`src/rtl/hazard_scoreboard_pkg.sv`:
```
// Shared constants for the hazard scoreboard: latency codes, forwarding selects
// and the parameter sanity rule checked at elaboration.
package hazard_scoreboard_pkg;

  localparam int LAT_ALU  = 1;
  localparam int LAT_LOAD = 2;
  localparam int FWD_RF   = 0;

  // Stage indices must fit in the latency/select field, and at least EX plus one
  // later stage must exist for forwarding to be meaningful.
  function automatic bit cfg_ok(input int depth, input int lat_w);
    return (depth >= 2) && ((1 << lat_w) > depth);
  endfunction

endpackage

```
`src/rtl/hazard_scoreboard_match.sv`:
```
// One operand's view of the scoreboard: finds the youngest in-flight producer
// of rs and turns it into a forwarding select or a hazard.
module hazard_scoreboard_match
  import hazard_scoreboard_pkg::*;
#(
  parameter int DEPTH  = 3,
  parameter int REG_AW = 5,
  parameter int LAT_W  = 2
) (
  input  logic                          use_rs,
  input  logic [REG_AW-1:0]             rs,
  input  logic [DEPTH-1:0]              ent_valid,
  input  logic [DEPTH-1:0][REG_AW-1:0]  ent_rd,
  input  logic [DEPTH-1:0][LAT_W-1:0]   ent_lat,
  output logic [LAT_W-1:0]              sel,
  output logic                          hazard
);

  logic             hit;
  logic [LAT_W-1:0] hit_stage;
  logic [LAT_W-1:0] hit_lat;

  // NOTE: every always_comb output gets a default before any branch so no latch is inferred.
  always_comb begin
    hit       = 1'b0;
    hit_stage = '0;
    hit_lat   = '0;
    // Walk oldest to youngest so the youngest match is the one left standing.
    for (int k = DEPTH - 1; k >= 0; k--) begin
      if (use_rs && (rs != '0) && ent_valid[k] && (ent_rd[k] == rs)) begin
        hit       = 1'b1;
        hit_stage = LAT_W'(k + 1);
        hit_lat   = ent_lat[k];
      end
    end
    hazard = hit && (hit_stage < hit_lat);
    sel    = (hit && !hazard) ? hit_stage : LAT_W'(FWD_RF);
  end

endmodule

```
`src/rtl/hazard_scoreboard.sv`:
```
// Tracks destination registers of the DEPTH instructions issued after decode and
// produces operand forwarding selects, a load-use stall and a stall counter.
module hazard_scoreboard
  import hazard_scoreboard_pkg::*;
#(
  parameter int DEPTH  = 3,
  parameter int REG_AW = 5,
  parameter int LAT_W  = 2,
  parameter int CNT_W  = 32
) (
  input  logic              clk,
  input  logic              rst,
  input  logic              id_valid,
  input  logic [REG_AW-1:0] id_rs1,
  input  logic [REG_AW-1:0] id_rs2,
  input  logic              id_use_rs1,
  input  logic              id_use_rs2,
  input  logic [REG_AW-1:0] id_rd,
  input  logic              id_wr_rd,
  input  logic [LAT_W-1:0]  id_lat,
  input  logic              ext_stall,
  input  logic [DEPTH-1:0]  flush_mask,
  input  logic              flush_id,
  output logic [LAT_W-1:0]  fwd_sel_1,
  output logic [LAT_W-1:0]  fwd_sel_2,
  output logic              stall,
  output logic [CNT_W-1:0]  stall_cycles
);

  if (!cfg_ok(DEPTH, LAT_W)) begin : g_bad_cfg
    $error("hazard_scoreboard: need DEPTH>=2 and 2**LAT_W > DEPTH");
  end

  // Index k-1 holds the instruction now in stage k.
  logic [DEPTH-1:0]             ent_valid;
  logic [DEPTH-1:0][REG_AW-1:0] ent_rd;
  logic [DEPTH-1:0][LAT_W-1:0]  ent_lat;

  logic hazard_1;
  logic hazard_2;
  logic issue;

  hazard_scoreboard_match #(.DEPTH(DEPTH), .REG_AW(REG_AW), .LAT_W(LAT_W)) u_match_1 (
    .use_rs    (id_use_rs1),
    .rs        (id_rs1),
    .ent_valid (ent_valid),
    .ent_rd    (ent_rd),
    .ent_lat   (ent_lat),
    .sel       (fwd_sel_1),
    .hazard    (hazard_1)
  );

  hazard_scoreboard_match #(.DEPTH(DEPTH), .REG_AW(REG_AW), .LAT_W(LAT_W)) u_match_2 (
    .use_rs    (id_use_rs2),
    .rs        (id_rs2),
    .ent_valid (ent_valid),
    .ent_rd    (ent_rd),
    .ent_lat   (ent_lat),
    .sel       (fwd_sel_2),
    .hazard    (hazard_2)
  );

  assign stall = id_valid && !flush_id && (hazard_1 || hazard_2);
  assign issue = id_valid && id_wr_rd && !stall && !flush_id;

  // Flush addresses post-shift positions, so it is applied after the shift and
  // also kills a new issue landing in stage 1.
  // NOTE: sequential state uses non-blocking assignments so every register samples pre-edge values.
  always_ff @(posedge clk) begin
    if (rst) begin
      ent_valid <= '0;
    end else if (!ext_stall) begin
      ent_valid <= {ent_valid[DEPTH-2:0], issue} & ~flush_mask;
    end else begin
      ent_valid <= ent_valid & ~flush_mask;
    end
  end

  // NOTE: payload fields are qualified by ent_valid, so they carry no reset.
  always_ff @(posedge clk) begin
    if (!ext_stall) begin
      ent_rd  <= {ent_rd[DEPTH-2:0], id_rd};
      ent_lat <= {ent_lat[DEPTH-2:0], id_lat};
    end
  end

  always_ff @(posedge clk) begin
    if (rst) begin
      stall_cycles <= '0;
    end else if (stall && (stall_cycles != '1)) begin
      stall_cycles <= stall_cycles + CNT_W'(1);
    end
  end

endmodule

```
`config.mk`:
```
export PLATFORM = sky130hd
export DESIGN_NAME = hazard_scoreboard
export DESIGN_NICKNAME = d
export VERILOG_FILES = /design/src/rtl/hazard_scoreboard_pkg.sv /design/src/rtl/hazard_scoreboard_match.sv /design/src/rtl/hazard_scoreboard.sv
export SDC_FILE = /design/constraint.sdc
export NUM_CORES = 1
export LEC_CHECK = 0
export CORE_MARGIN = 2
export CORE_UTILIZATION = 51
export CTS_CLUSTER_SIZE = 40
export DETAILED_ROUTE_END_ITERATION = 10
export PLACE_DENSITY = 0.8
export SLEW_MARGIN = 20
export SYNTH_ARGS = -nofsm -noshare
export SYNTH_HDL_FRONTEND = slang
export SYNTH_SLANG_ARGS = --single-unit
export TNS_END_PERCENT = 10
```
`constraint.sdc`:
```
create_clock -name clk -period 5 [get_ports clk]
set_input_delay 1 -clock clk [delete_from_list [all_inputs] [get_ports clk]]
set_output_delay 1 -clock clk [all_outputs]
set_load 0.05 [all_outputs]
```
# Word-level counts from Yosys, hierarchy flattened
# Cells that the tools add are included.
# word_totals
output_inout_bits,37
register_bits,56
inputBits,28
word_cells,73
# op_classes
addsub,1
n_bitwise,3
n_eq_ne,7
magnitude_cmp,2
n_mux,21
reduce_logical,31
# op_table
op,count
32-bit by 1-bit adder with 32-bit output (second input constant),1
32-bit != test (second input constant),1
5-bit equality test,6
2-bit two-way mux,14
1-bit logical AND,24
5-bit nonzero test,2
3-bit AND,2
1-bit two-way mux,6
1-bit zero test,4
2-bit less-than comparator,2
3-bit two-way mux,1
3-bit inverter,1
1-bit logical OR,1

# Logic depth before layout (Yosys ltp)
# Gate-level depths: netlist (run 1).
# depth
depth_word,16
mapped_depth,14
ltp_nobuf,13

# By module
# From an unflattened synthesis (run 1), not the netlist that was laid out.
# unflattened
hier_cells,318
area_unflattened_um2,3011.6
# modules_own_cells
mod,n_inst,area_each_um2,cells_each,seq_area_each_um2
hazard_scoreboard,1,2353.5,230,1331.3
hazard_scoreboard_match,2,329.1,44,0.0

# Worst setup path before layout (run 1)
# OpenSTA, ideal clock, no wires.
# synth_path
path_type,input to output
from,in id_rs2[1]
to,out stall
arrival_time_ns,3.915
path_slack_ns,0.085
cell_stages,11
path_buffers,0
required_time_ns,4.000
cell_sequence,or4_1 -> o21a_1 -> and4_1 -> a221o_1 -> o21ai_0 -> ha_1 -> nor2b_1 -> a311oi_2 -> o21bai_2 -> and2_1 -> nor2_1
# synth_between
elab_chain_cells,11
word_cells_on_any_way,24
classes_between,order compare (1); eq/ne (3); mux (9); reduce/logical (11)
# synth_lines
item,line_no,rtl
from (decl),hazard_scoreboard.sv:15,"input logic [REG_AW-1:0] id_rs2,"
5-bit nonzero test,hazard_scoreboard_match.sv:30,if (use_rs && (rs != '0) && ent_valid[k] && (ent_rd[k] == rs)) begin
1-bit logical AND (3 in series),hazard_scoreboard_match.sv:30,
2-bit two-way mux (3 in series),hazard_scoreboard_match.sv:30,
2-bit less-than comparator,hazard_scoreboard_match.sv:36,hazard = hit && (hit_stage < hit_lat);
1-bit logical AND *,hazard_scoreboard_match.sv:36,
1-bit logical OR *,hazard_scoreboard.sv:63,assign stall = id_valid && !flush_id && (hazard_1 || hazard_2);
1-bit logical AND *,hazard_scoreboard.sv:63,
to (decl),hazard_scoreboard.sv:26,"output logic stall,"
# Mark *: on every way between the ends. The rest lies on a longest branch, timed or not.

# Final worst setup path (run 1)
# layout_path
from,in id_rs1[1]
to,out stall
# layout_between
elab_chain_cells,11
word_cells_on_any_way,24
classes_between,order compare (1); eq/ne (3); mux (9); reduce/logical (11)
# layout_lines
item,line_no,rtl
from (decl),hazard_scoreboard.sv:14,"input logic [REG_AW-1:0] id_rs1,"
5-bit nonzero test,hazard_scoreboard_match.sv:30,
1-bit logical AND (3 in series),hazard_scoreboard_match.sv:30,
2-bit two-way mux (3 in series),hazard_scoreboard_match.sv:30,
2-bit less-than comparator,hazard_scoreboard_match.sv:36,
1-bit logical AND *,hazard_scoreboard_match.sv:36,
1-bit logical OR *,hazard_scoreboard.sv:63,
1-bit logical AND *,hazard_scoreboard.sv:63,
# Marks and branches as above.

==> results of run 1 <==
metrics by stage:
step	instances	hold WS, ns	setup TNS, ns	worst slack [ns]
floorplan	312	0.400	0	0.0848
global placement	459	0.410	-0.0364	-0.0364
detailed placement	459	0.407	-0.284	-0.126
CTS	469	0.424	0	0.00606
global route	474	0.437	-0.0147	-0.0147
finish	474	0.427	0	0.0836
per-layer routing:
| metal | vias to the layer above | global-route usage [%] | share of wire (%) |
|---|---|---|---|
| met5 | - | 0 | 0 |
| met4 | 0 | 5.25 | 0.95 |
| met3 | 9 | 4.72 | 5.1 |
| met2 | 84 | 42.6 | 50 |
| met1 | 1311 | 30.0 | 44 |
| li1 | 1337 | - | - |
power groups by stage:
stage                     registers [mW]  clock network [mW]  logic [mW]
after global routing               0.491               0.268      0.0939
after floorplan                    0.496                   0      0.0365
after detailed placement           0.499                   0      0.0798
final                              0.489               0.242      0.0877
after CTS                          0.489               0.253      0.0828
after global placement             0.499                   0      0.0774
what timing repair did:
item | in CTS | in global routing
buffers inserted | 2 | 5
cloned | 0 | 0
pin swaps | 6 | 11
setup endpoints to repair | 1 | 1
hold buffers | 0 | 0
gates resized for setup | 7 | 9
hold endpoints to repair | 0 | 0
synthesized netlist by cell type, types with 8 or more instances:
library cell	n	area, sq um
o21ai_0	11	55.1
xor2_1	16	140
nor2_1	19	71.3
mux2_2	10	113
or4_1	8	60.1
nor3_1	9	45.0
nand4_1	10	62.6
nor4_1	10	62.6
or3_1	8	50.1
nor2b_1	15	93.8
xnor2_1	17	149
nand2_1	15	56.3
edfxtp_1	20	601
a21oi_1	25	125
dfxtp_1	35	701
clkbuf_1	8	30.0
nand3_1	15	75.1
registers in the layout (all words and copies together), names as in the netlist:
name          count
stall_cycles     32
ent_rd           15
ent_lat           5
ent_valid         3
critical path, delay by kind of cell:
family / cells / cell delay (ns)
buffers and inverters: 4 / 0.85
AO/OA/AOI/OAI: 5 / 0.82
adder cells (fa/ha/maj): 1 / 0.31
AND/OR/NAND/NOR: 4 / 0.94
cells by family (layout without fill, tap and decap cells):
logic type / Yosys count / in the layout / share of synthesized area [%]
buffers and inverters: 18 / 108 / 2.61
muxes: 13 / 13 / 4.81
and+or+nand+nor: 129 / 129 / 24.3
AOI/OAI and AO/OA: 61 / 61 / 13.4
adders and majority gates: 3 / 3 / 1.26
xor gates and xnor gates: 33 / 33 / 9.74
DFF: 55 / 55 / 43.8
final timing paths:
check / start / endpoint
worst min-delay path: ent_lat[0] / ent_lat[2]
worst min register to register: ent_lat[0] / ent_lat[2]
worst max register to register: ent_rd[6] / stall_cycles[29]
worst max-delay path: id_rs1[1] / stall
area by class of cell:
cell class | count | area share, %
sequential | 55 | 32.1
inverter | 7 | 0.648
clock inverter | 2 | 0.309
timing repair buffer | 93 | 22.5
multi-input combinational | 239 | 40.5
clock buffer | 6 | 1.79
tap | 72 | 2.22
==> summary.md, run 1 <==
| Metric | Value |
|---|---|
| Unique masters post-synth | 48 |
| FF+latch area | 1300 sq um |
| Worst-Margin Slew | 0.843 ns |
| Die height | 80.3 um |
| Fin. max-slew vios | 0 |
| Sequential-to-total area share from yosys stat | 43.8% |
| Worst path max stage delay | 0.57 ns |
| Die width | 80.3 um |
| DRC Markers | 0 |
| Slowest-stage cell, CP | or4_4 |
| Remaining antenna violation count | 0 |
| Initial core utilization | 53.2% |
| Vias in the first global route | 2622 |
| Gate Count Post-Synth | 312 |
| Clock sinks | 55 |
| Mapped cell area | 2970 sq um |
| CORE AREA | 5570 sq um |
| Static leakage | 1.40 nW |
| GRT overflow | 0 |
| Vias | 2741 |
| Root buf cell | clkbuf_8 |
| Logic pwr share | 10.7% |
| Initial antenna violation count | 0 |
| Ports | 65 |
| Seq cells post-synth | 55 |
| Max Fclk | 203 MHz |
| Drt pass-1 iters | 4 |
| Max IR drop VDD | 159 uV |
| Fill cells | 417 |
| Synthesized net count | 343 |
| Power Total | 819 uW |
| Clock Skews | 0.00812 ns |
| DR WL/cell | 16.4 um |
| First-pass GRT wire length | 12100 um |
| Net Sw Power | 197 uW |
| Port bufs | 64 |
| Finished Core Util | 72.7% |
| Skew-Pair Late Insertion Delay | 0.30 ns |
| Async SR Flop Fraction | 0% |
| Final nets | 432 |
| Post-Route WL | 7780 um |
| Critical path fanouts, max | 4 |
| Detailed Place HPWL | 5500 um |
| P per Cell Area | 202 nW/um^2 |
| Setup Viol. Count Final | 0 |
| Placed inst area | 3860 sq um |
| Worst-path clk slew | 0.10 ns |
| CTS buffer count | 5 |
| GP Congestion | 0.820 |
| Final hold vios | 0 |
| Most frequent CP cell | buf_4 |
| Max-cap violations | 0 |
| Number of flops mapped to enable cells by yosys | 20 |
| # rows | 27 |
| Arr. time, crit path | 3.92 ns |
| Flop-to-flop setup slack | 1.00 ns |
| Layout cells sized above 1 | 16.9% |
| Commonest non-fill, non-tap cell in the layout | clkdlybuf4s50_1 |
| Global Route Usage Sum | 24.0% |
| Commonest non-fill, non-tap cells in the layout | 55 x clkdlybuf4s50_1, 35 x dfxtp_1, 29 x buf_4, 24 x a21oi_1, 20 x edfxtp_1 |
| Area occupied by multi-input gates | 1640 sq um |
| CTS tree | yes |
| Period Utilization, post-route | 98.3% |
| Type of the most critical hold path | reg2reg |
| Clk buf depth | 2 |
| Sw Ratio | 24.1% |
| Run status | finished clean |
| Finished Cell Area | 4060 sq um |
| P&R area growth vs syn | 36.6% |
| Clock power frac | 29.6% |
| Mean area per synthesized cell | 9.51 sq um |
| Crit path kind | in2out |
| Number of H-tree levels | 2 |
| Worst path cell trace | clkdlybuf4s50_1 -> or4_4 -> o21ai_4 -> buf_4 -> buf_4 -> nor4_2 -> a221o_1 -> o21ai_0 -> ha_1 -> a21oi_1 -> o21bai_1 -> and2_1 -> nor2_2 -> buf_12 |
| Critical path capture point type | primary output |
| Top FF cell, synth | dfxtp_1 |
| Critical Path Start Type | input port |
| Pint | 622 uW |
| Vias/cell | 5.78 |
| Largest net degree at the start of global routing | 34 |
| Synth warn | 0 |
| Critical Path RT | 4.00 ns |
| N_diodes | 0 |
| Final Critical Period | 4.92 ns |
| Slew HR | 43.6% |
| Initial drt markers | 152 |
| Die area | 6450 sq um |
| Worst reg2reg path depth | 16 |
| Seq pwr share | 59.7% |
| Worst Hold Path Cells | 0 |
Power figures use the tool's default switching activity.
==> run 2, diff against run 1 <==
Settings changed: SYNTH_HIERARCHICAL set to 1.
==> run 2 against run 1 <==
- hold slack better by 0.0086 ns
- first-iteration DRC count down 41%
- flip-flop and latch count unchanged
- worst setup slack better by 0.076 ns
- sequential share of layout area up 0.53 points
- register-to-register slack better by 0.38 ns
- utilization down 1.2 points
- cell count down 0.63%
- cell area down 1.6%
- largest cell class unchanged
- largest power group unchanged
==> summary.md, run 2 <==
| Metric | Value |
|---|---|
| Critical path capture point type | primary output (unchanged) |
| Reg-to-Reg Start | ent_rd[14] (was ent_rd[6]) |
| Remaining antenna violation count | 0 (unchanged) |
| Global Route Usage Sum | 23.5% (was 24.0%) |
| Period Utilization, post-route | 96.8% (was 98.3%) |
| Postcts setup bufs | 0 (was 2) |
| Static leakage | 1.28 nW (was 1.40 nW) |
| Root buf cell | clkbuf_8 (unchanged) |
| Vias in the first global route | 2545 (was 2622) |
| Power Total | 822 uW (was 819 uW) |
| Drt pass-1 iters | 4 (unchanged) |
| Worst-Margin Slew | 0.808 ns (was 0.843 ns) |
| Unrepaired setup endpoints after global routing | false |
| Initial core utilization | 53.5% (was 53.2%) |
| CORE AREA | 5570 sq um (unchanged) |
| Largest registers | stall_cycles: 32 flops, ent_rd: 15 flops, ent_lat: 5 flops (unchanged) |
| Detailed Place HPWL | 5330 um (was 5500 um) |
| # rows | 27 (unchanged) |
| Skew-Pair Late Insertion Delay | 0.31 ns (was 0.30 ns) |
| Final hold vios | 0 (unchanged) |
| Clock Skews | 0.00604 ns (was 0.00812 ns) |
| N_diodes | 0 (unchanged) |
| First-pass GRT wire length | 11800 um (was 12100 um) |
| P per Cell Area | 206 nW/um^2 (was 202 nW/um^2) |
| Critical path fanouts, max | 4 (unchanged) |
| Vias | 2679 (was 2741) |
| GP Congestion | 0.852 (was 0.820) |
| Final Critical Period | 4.84 ns (was 4.92 ns) |
| Fill cells | 432 (was 417) |
| Setup TNS | 0 ns (unchanged) |
| Number of H-tree levels | 2 (unchanged) |
| Slew HR | 45.7% (was 43.6%) |
| Max-cap violations | 0 (unchanged) |
| Die area | 6470 sq um (was 6450 sq um) |
| Ports | 65 (unchanged) |
| Dpl cells | 463 (was 459) |
| Crit. Startpoint | id_rs2[0] (was id_rs1[1]) |
| Synth warn | 6 (was 0) |
| Initial antenna violation count | 0 (unchanged) |
| Worst-path clk slew | 0.10 ns (about the same) |
| Die height | 80.5 um (was 80.3 um) |
| Initial drt markers | 90 (was 152) |
| Final nets | 429 (was 432) |
| Arr. time, crit path | 3.84 ns (was 3.92 ns) |
| Type of the most critical hold path | reg2reg (unchanged) |
| GRT overflow | 0 (unchanged) |
| Commonest non-fill, non-tap cells in the layout | 55 x clkdlybuf4s50_1, 35 x dfxtp_1, 28 x a21oi_1, 25 x o21ai_0, 24 x xnor2_1 (was 55 x clkdlybuf4s50_1, 35 x dfxtp_1, 29 x buf_4, 24 x a21oi_1, 20 x edfxtp_1) |
| Run status | finished clean (unchanged) |
| CTS buffer count | 5 (unchanged) |
| Mean area per synthesized cell | 9.41 sq um (was 9.51 sq um) |
| DRC Markers | 0 (unchanged) |
| Port bufs | 64 (unchanged) |
| Commonest non-fill, non-tap cell in the layout | clkdlybuf4s50_1 (unchanged) |
| Max reg flops | 32 (unchanged) |
| Layout cells sized above 1 | 13.0% (was 16.9%) |
| Max IR drop VDD | 154 uV (was 159 uV) |
| Clk buf depth | 2 (unchanged) |
| Largest net degree at the start of global routing | 22 (was 34) |
| Mapped cell area | 2980 sq um (was 2970 sq um) |
| Fin cells | 471 (was 474) |
| P&R area growth vs syn | 33.8% (was 36.6%) |
| Hold_ws | 0.436 ns (was 0.427 ns) |
| Critical Path Start Type | input port (unchanged) |
| Critical Path RT | 4.00 ns (about the same) |
| Vias/cell | 5.69 (was 5.78) |
| Max Fclk | 207 MHz (was 203 MHz) |
| Largest Register | stall_cycles (unchanged) |
| Fin. max-slew vios | 0 (unchanged) |
| Die width | 80.5 um (was 80.3 um) |
| CTS tree | yes (unchanged) |
| Hold path startpoint | ent_lat[0] (unchanged) |
| Gate Count Post-Synth | 317 (was 312) |
| Crit path kind | in2out (unchanged) |
| DR WL/cell | 15.2 um (was 16.4 um) |
| Post-Route WL | 7150 um (was 7780 um) |
| Synthesized net count | 348 (was 343) |
| Setup Viol. Count Final | 0 (unchanged) |
| Clock sinks | 55 (unchanged) |
[run 2: through the flow]
step                setup slack, ns  area (sq um)  utilization, %
detailed placement           0.0115          3870            69.4
global placement             0.0190          3870            69.4
CTS                          0.0343          3970            71.2
finish                        0.160          3990            71.6
floorplan                     0.365          2980               -
global route                0.00399          3990            71.6
[run 2: final cells by class]
cell class | count | area, sq um | area share [%]
sequential | 55 | 1300 | 32.6
multi-input combinational | 247 | 1640 | 41.1
inverter | 6 | 22.5 | 0.565
clock inverter | 3 | 25.0 | 0.627
tap | 72 | 90.1 | 2.26
clock buffer | 5 | 68.8 | 1.73
timing repair buffer | 83 | 843 | 21.1
[run 2: report_power, final]
part / internal (mW) / switching [mW]
logic: 0.0442 / 0.0357
clock network: 0.101 / 0.153
registers: 0.478 / 0.0114
[run 2: what timing repair did]
| item | in CTS | in global routing |
|---|---|---|
| endpoints found under the setup margin | 1 | 1 |
| hold buffers | 0 | 0 |
| resized for setup | 1 | 7 |
| cloned | 0 | 0 |
[run 2: worst paths after layout]
| kind | endpoint | slack [ns] | cells past startpoint |
|---|---|---|---|
| setup reg to reg | stall_cycles[5] | 1.38 | 15 |
| hold reg to reg | ent_lat[2] | 0.44 | 0 |
| setup / recovery | stall | 0.16 | 14 |
| hold / removal | ent_lat[2] | 0.44 | 0 |
[run 2: critical path, cell delays in order]
cell	delay, ns
clkdlybuf4s50_1	0.47
xor2_1	0.20
nor4_2	0.29
buf_4	0.17
and4b_4	0.24
nand3b_1	0.07
a31o_1	0.21
ha_1	0.32
nor3_1	0.06
a22o_1	0.24
nor2_2	0.19
nor2_1	0.07
buf_4	0.15
buf_12	0.14
[run 2: routing by layer]
| metal | vias to the layer above | share of wire [%] | track usage [%] |
|---|---|---|---|
| met4 | 0 | 0.66 | 5.25 |
| met5 | - | 0 | 0 |
| met2 | 59 | 50 | 41.4 |
| li1 | 1339 | - | - |
| met1 | 1277 | 45 | 29.4 |
| met3 | 4 | 4.5 | 5.06 |
